[src/rtl/seq_det_pkg.sv]
// Shared types and reset-time configuration for the serial pattern-detection controller.
package seq_det_pkg;

  typedef enum logic {IDLE, SHIFT} state_t;

  localparam logic [7:0] DEF_PATTERN = 8'h0F;
  localparam logic [3:0] DEF_LEN     = 4'd4;
  localparam logic       DEF_OVERLAP = 1'b0;

endpackage

[src/rtl/seq_match_core.sv]
// Mealy pattern-match core: bit history, fill tracking and length-masked compare.
module seq_match_core
  import seq_det_pkg::*;
#(
  parameter int PAT_MAX = 8
) (
  input  logic               clk,
  input  logic               rst,
  input  logic               bit_vld,
  input  logic               data_bit,
  input  logic [PAT_MAX-1:0] pattern,
  input  logic [3:0]         len,
  input  logic               overlap,
  input  logic               flush,
  output logic               match
);

  localparam int FW = $clog2(PAT_MAX + 1);

  logic [PAT_MAX-1:0] hist;
  logic [PAT_MAX-1:0] hist_next;
  logic [PAT_MAX-1:0] mask;
  logic [FW-1:0]      fill;
  logic [FW-1:0]      fill_next;

  assign hist_next = {hist[PAT_MAX-2:0], data_bit};
  assign fill_next = (int'(fill) == PAT_MAX) ? fill : fill + 1'b1;
  assign mask      = ~({PAT_MAX{1'b1}} << len);

  // Decision is made on the history/fill as they will be after this bit lands.
  assign match = bit_vld && (int'(fill_next) >= int'(len)) &&
                 (((hist_next ^ pattern) & mask) == '0);

  always_ff @(posedge clk or negedge rst) begin
    if (!rst) begin
      hist <= '0;
      fill <= '0;
    end else if (flush) begin
      hist <= '0;
      fill <= '0;
    end else if (bit_vld) begin
      hist <= hist_next;
      fill <= (match && !overlap) ? '0 : fill_next;
    end
  end

endmodule

[src/rtl/seq_det_ctrl.sv]
// Word-to-bit serializer with handshake, runtime config checking and a saturating match counter.
module seq_det_ctrl
  import seq_det_pkg::*;
#(
  parameter int WORD_W  = 8,
  parameter int PAT_MAX = 8,
  parameter int CNT_W   = 16
) (
  input  logic               clk,
  input  logic               rst,
  input  logic               cfg_we,
  input  logic [PAT_MAX-1:0] cfg_pattern,
  input  logic [3:0]         cfg_len,
  input  logic               cfg_overlap,
  output logic               cfg_err,
  input  logic               in_valid,
  output logic               in_ready,
  input  logic [WORD_W-1:0]  in_data,
  input  logic               clr_cnt,
  output logic               z,
  output logic               busy,
  output logic [CNT_W-1:0]   match_cnt
);

  localparam int IW = $clog2(WORD_W);
  localparam logic [IW-1:0] LAST     = IW'(WORD_W - 1);
  localparam logic [IW-1:0] PRE_LAST = IW'(WORD_W - 2);

  state_t             state;
  logic [IW-1:0]      idx;
  logic [WORD_W-1:0]  word;
  logic [PAT_MAX-1:0] pattern;
  logic [3:0]         len;
  logic               overlap;
  logic               hs;
  logic               len_ok;
  logic               cfg_ok;
  logic               bit_vld;
  logic               match;

  assign hs      = in_valid && in_ready;
  assign len_ok  = (cfg_len != 4'd0) && (int'(cfg_len) <= PAT_MAX);
  assign cfg_ok  = cfg_we && (state == IDLE) && !hs && len_ok;
  assign bit_vld = (state == SHIFT);

  // in_ready is registered but reopens during the last bit so words stream gaplessly.
  always_ff @(posedge clk or negedge rst) begin
    if (!rst) begin
      state    <= IDLE;
      idx      <= '0;
      busy     <= 1'b0;
      in_ready <= 1'b1;
    end else begin
      case (state)
        IDLE: begin
          if (hs) begin
            state    <= SHIFT;
            idx      <= '0;
            busy     <= 1'b1;
            in_ready <= 1'b0;
          end
        end
        SHIFT: begin
          if (idx != LAST) begin
            idx      <= idx + 1'b1;
            in_ready <= (idx == PRE_LAST);
          end else if (hs) begin
            idx      <= '0;
            in_ready <= 1'b0;
          end else begin
            state    <= IDLE;
            busy     <= 1'b0;
            in_ready <= 1'b1;
          end
        end
        default: state <= IDLE;
      endcase
    end
  end

  always_ff @(posedge clk) begin
    if (hs)           word <= in_data;
    else if (bit_vld) word <= word << 1;
  end

  always_ff @(posedge clk or negedge rst) begin
    if (!rst) begin
      pattern <= PAT_MAX'(DEF_PATTERN);
      len     <= DEF_LEN;
      overlap <= DEF_OVERLAP;
      cfg_err <= 1'b0;
    end else begin
      cfg_err <= cfg_we && !cfg_ok;
      if (cfg_ok) begin
        pattern <= cfg_pattern;
        len     <= cfg_len;
        overlap <= cfg_overlap;
      end
    end
  end

  seq_match_core #(.PAT_MAX(PAT_MAX)) u_core (
    .clk      (clk),
    .rst      (rst),
    .bit_vld  (bit_vld),
    .data_bit (word[WORD_W-1]),
    .pattern  (pattern),
    .len      (len),
    .overlap  (overlap),
    .flush    (cfg_ok),
    .match    (match)
  );

  always_ff @(posedge clk or negedge rst) begin
    if (!rst) begin
      z         <= 1'b0;
      match_cnt <= '0;
    end else begin
      z <= match;
      if (clr_cnt)                      match_cnt <= '0;
      else if (match && match_cnt != '1) match_cnt <= match_cnt + 1'b1;
    end
  end

endmodule

[config.mk]
export PLATFORM = sky130hd
export DESIGN_NAME = seq_det_ctrl
export DESIGN_NICKNAME = d
export VERILOG_FILES = /design/src/rtl/seq_det_pkg.sv /design/src/rtl/seq_match_core.sv /design/src/rtl/seq_det_ctrl.sv
export SDC_FILE = /design/constraint.sdc
export NUM_CORES = 1
export LEC_CHECK = 0
export ABC_AREA = 1
export BUFFER_PORTS_ARGS = -buffer_cell sky130_fd_sc_hd__buf_2
export CORE_MARGIN = 4
export CORE_UTILIZATION = 40
export DETAILED_ROUTE_END_ITERATION = 6
export SLEW_MARGIN = 5
export SYNTH_ARGS = -nofsm -noshare
export SYNTH_HDL_FRONTEND = slang
export SYNTH_SLANG_ARGS = --single-unit
export TNS_END_PERCENT = 50
[constraint.sdc]
create_clock -name clk -period 2.9 [get_ports clk]
set_clock_uncertainty 0.05 [all_clocks]
set_input_delay 0.145 -clock clk [delete_from_list [all_inputs] [get_ports clk]]
set_output_delay 0.145 -clock clk [all_outputs]
set_load 0.05 [all_outputs]
# == Word level (Yosys, flattened, before mapping) ==
# Index checks and enable logic that the tools add are counted.
# totals
reg_bits,56
in_bits,26
output_inout_bits,20
wordCells,73
# classes
add_sub_neg,3
magnitude_cmp,2
eq_ne,7
shift,1
mux,24
bitwise_logic,4
reduce_logical,19
# ops
cell,n
$mux W16,2
$add A16 B1 Y16 const B,1
$mux W4,4
$mux W8,2
$ne A16 B16 Y1 const B,1
$mux W7,2
$logic_and A1 B1 Y1,10
$and A8 B8 Y8,1
$logic_not A8 Y1,1
$mux W1,8
$not A8 Y8,1
$shl A8 B4 Y8 const A,1
$xor A8 B8 Y8,1
$mux W3,2
$ne A2 B2 Y1 const B,3
$pmux W1 S2,3
$pmux W3 S2,1
$reduce_bool A2 Y1,3
$add A4 B1 Y4 const B,1
$eq A4 B4 Y1 const B,1
$ge A4 B4 Y1,1
$le A4 B4 Y1 const B,1
$reduce_bool A4 Y1,1
$add A3 B1 Y3 const B,1
other kinds (5),7

# == Logic depth before layout (Yosys ltp) ==
# depth
word_depth,9
depth_mapped,18
depth_no_buf,17

# == Cells and area by module ==
# Synthesis repeated with hierarchy kept, for this count alone.
# unflattened
cells_unflattened,428
hier_area_um2,3191.8
# modules_own_cells
module,n_inst,cells_per_inst,area_per_inst_um2,seq_area_each_um2
seq_det_ctrl,1,292,2306.0,1173.6
seq_match_core,1,136,885.8,275.3

# == Least setup slack after synthesis ==
# OpenSTA, ideal clock, no wires.
# synth_path
path_type,register to register
startpoint,reg u_core.fill[0]
endpoint,reg match_cnt[10]
setup_time_ps,119
arrival_ps,2019
t_required_ps,2731
slack_ps,712
stages_incl_launch_ff,16
n_path_buf,1
period_less_slack_ps,2188
path_cell_list,dfrtp_1 -> inv_1 -> ha_1 -> nand2_1 -> nor2_1 -> xor2_1 -> inv_1 -> ha_1 -> nand2_1 -> nor2_1 -> nor2_1 -> nor2_1 -> nand3_2 -> buf_6 -> nand3_1 -> nand2_1
# synth_between
elab_chain_cells,7
elab_cells_between_ends,8
cone_classes,1 x add/sub; 1 x order compare; 1 x eq/ne; 1 x mux; 4 x reduce/logical
# synth_rtl
element,line_no,text
start: declaration,seq_match_core.sv:23,logic [FW-1:0] fill;
start signal: assignment,seq_match_core.sv:43,fill <= (match && !overlap) ? '0 : fill_next;
$add A4 B1 Y4 or $eq A4 B4 Y1 (tied branches),seq_match_core.sv:27,assign fill_next = (int'(fill) == PAT_MAX) ? fill : fill + 1'b1;
$mux W4 (*),seq_match_core.sv:27,
$ge A4 B4 Y1 (*),seq_match_core.sv:31,assign match = bit_vld && (int'(fill_next) >= int'(len)) &&
$logic_and A1 B1 Y1 (*) (2 in series),seq_match_core.sv:31,
$logic_and A1 B1 Y1 (*),seq_det_ctrl.sv:121,else if (match && match_cnt != '1) match_cnt <= match_cnt + 1'b1;
$reduce_bool A2 Y1 (no line) (*),n/a,
end signal: assignment,seq_det_ctrl.sv:121,
end: declaration,seq_det_ctrl.sv:22,output logic [CNT_W-1:0] match_cnt
# Mark *: on every way between the ends. The rest lies on a longest branch, timed or not.
# A chain may end at the register's enable or synchronous reset.

# == Final worst setup path ==
# layout_path
startpoint,reg u_core.fill[0]
endpoint,reg match_cnt[2]
# Same word-level chain as after synthesis.

==> impl_metrics.tcl <==
set metrics [dict create \
    yosys-top-cells-area "dfrtp_1 32%, nand2_1 15%, edfxtp_1 7.2%" \
    wire_per_inst_um 12.23 \
    period_share_pct 86.51 \
    design.core.area_mm2 0.007888 \
    cts-resized-gates 0 \
    power_frac_seq_pct 42.2 \
    ys_seq_area_share_pct 43.68 \
    port_buffers 45 \
    min_path_type "primary input to asynchronous set/reset pin" \
    die_x_um 99.06 \
    clk_latency_ns 0.31 \
    crit_required_ns 3.05 \
    stdcell_count 580 \
    yosysTopAreaCellShare_pct 31.69 \
    fin_nets 513 \
    report.final.slew_viol_count 0 \
    place_congestion 0.8321 \
    path_clk_slew_ns 0.10 \
    drt_iter0_drc 69 \
    clockPowerShare_pct 14.1 \
    drive_gt1_share_pct 16.32 \
    grt_max_degree 49 \
    slowest_stage "dfrtp_1" \
    power_mw 3.154 \
    yosysUniqueCellTypes 31 \
    crit_fanout 16 \
    leakagePower_nw 2.088 \
    powerDensity_mw_per_mm2 850.3 \
    die-area_mm2 0.009813 \
    cts_setup_buffers 0 \
    synth_edf_count 8 \
    startpoint_type "flop" \
    yosysTopAreaCell "dfrtp_1" \
    final_common_cell "nand2_1" \
    syn_area_mm2 0.003317 \
    timing.final.hold_violations 8 \
    placed_cells 572 \
    cts_tree "built" \
    violations "hold timing" \
    dp_hpwl_mm 5.097 \
    cp.arrival_ns 2.65 \
    start_util_pct 42.05 \
    syn_to_final_growth_pct 11.84 \
    clock.fmax_mhz 398.6 \
    yosysWarnings 0 \
    endpoint "match_cnt[2]" \
    combPwrFrac_pct 43.7 \
    r2r_start "u_core.fill[0]" \
    postLayoutCoreUtil_pct 47.03 \
    syn_avg_cell_area_um2 7.643 \
    crit_top_cell "nor2_1" \
    pin_count 46 \
    layout_min_cycle_time_ns 2.509 \
    slowest_delay_ns 0.42 \
    ys_seq_elements 56 \
    reg2reg_depth 14 \
    rrSetupSlack_ns 0.39 \
    clock-sinks 56 \
    critical_path_class "flop to flop" \
    ant_nets 0 \
    worstSetupStartpoint "u_core.fill[0]" \
    switchingPower_mw 1.339 \
    drc 0 \
    track_usage_pct 15.38 \
    internal_power_mw 1.815 \
    slew_headroom_pct 26.24 \
    ctsHoldBuffers 0 \
    cp.depth 14 \
    rows 32 \
    numCtsBuffers 5 \
    path_cells "inv_1, ha_1, nand2_1, nor2_1, xor2_1, inv_1, ha_1, nand2_1, nor2_1, nor2_1, nor2_1, nand3_2, nand3_1, nand2_1" \
    async_flop_share_pct 85.71 \
    fp.dieH_um 99.06 \
    grt_pass1_wl_mm 12.65 \
    antenna_found_initial 0 \
    ys.flop_type "dfrtp_1" \
    syn_inst 434 \
    tns_ns 0 \
    multi_input_area_mm2 0.001555 \
    grt_overflow_total 0 \
    cts_root_buffer "clkbuf_8" \
    holdWs_ns -0.006062 \
    r2r-end "match_cnt[2]" \
    rsz0062_at_grt "no" \
    worstMarginPinSlew_ns 1.106 \
    vias 2835 \
    clk_path_buf_depth 2 \
    cp_top_family "simple AND/OR/NAND/NOR gates" \
    first_pass_iters 4 \
    switching_share_pct 42.45 \
    diodes 0 \
    fillCellCount 789 \
    grt_pass1_vias 2736 \
    ir_drop_mv 0.4018 \
    cts_max_level 2 \
    maxCapViolations 0 \
    synth_nets 470 \
    register_area_mm2 0.001449 \
    layout_common_cells "135 x nand2_1, 61 x inv_1, 45 x buf_2, 42 x dfrtp_1, 40 x nor2_1" \
    path_buf_inv 2 \
    status "complete, but fails checks" \
    wirelength_mm 7.091 \
    setup_viol 0 \
    crit_path_end_kind "flop" \
    via_per_inst 4.888 \
]
## cells in the mapped netlist, drive strengths merged (3+ instances only)
cell type and count:
clkbuf 3, nand3 40, nand2 139, nand4 24, xor2 8, nor3 3
dfrtp 42, buf 9, edfxtp 8, a21oi 11, nor2 46, ha 10
a22oi 7, dfstp 6, o21ai 5, o21bai 3, inv 64
## power groups by stage
stage	Sequential, mW	Combinational, mW	Clock (mW)
floorplan	1.36	1.06	0
global placement	1.34	1.37	0
detailed placement	1.35	1.39	0
CTS	1.33	1.40	0.464
global route	1.38	1.63	0.492
finish	1.33	1.38	0.445
## logic make-up after synthesis
logic type | Yosys count | synth area share [%]
xor+xnor | 10 | 2.641
compound gates | 26 | 4.677
flops | 56 | 43.68
simple gates | 255 | 35.46
mux | 1 | 0.3395
buf+inv | 76 | 9.430
fa+ha+maj | 10 | 3.772
## layer usage
layer | routed length, um | vias up | share of wire (%) | global-route usage [%]
li1 | - | 1473 | - | -
met1 | 3369 | 1312 | 48 | 20.99
met2 | 3388 | 45 | 48 | 25.67
met3 | 257 | 5 | 3.6 | 2.477
met4 | 76 | 0 | 1.1 | 3.466
met5 | 0 | - | 0 | 0
## through the flow
| step | instance area [um2] | setup slack [ns] |
|---|---|---|
| 2_1_floorplan | 3317 | 0.7121 |
| 3_3_place_gp | 3620 | 0.5153 |
| 3_5_place_dp | 3620 | 0.4067 |
| 4_1_cts | 3710 | 0.3841 |
| 5_1_grt | 3710 | 0.03056 |
| 6_report | 3710 | 0.3913 |
## worst min path at each step
stage          cells past startpoint            to  slack [ns]
2_1_floorplan                      0       bit_vld       -0.20
3_3_place_gp                       3    pattern[2]        0.33
3_5_place_dp                       3    pattern[1]        0.34
4_1_cts                            3    pattern[1]      0.0002
5_1_grt                            2        len[0]        0.03
6_report                           1  match_cnt[3]      -0.006
## cell type report
class | instances | share of cell area [%]
multi-input combinational | 302 | 41.92
sequential | 56 | 39.06
clock buffer | 8 | 2.428
timing repair buffer | 48 | 6.678
inverter | 64 | 6.476
tap | 102 | 3.440
## state kept, by name, indices dropped and copies added (netlist names), 3 cells and up
| signal | cells |
|---|---|
| match_cnt | 16 |
| idx | 3 |
| u_core.fill | 4 |
| u_core.hist | 7 |
| len | 4 |
| word | 8 |
| pattern | 8 |
Note: power is estimated with default switching activity, not from simulation.
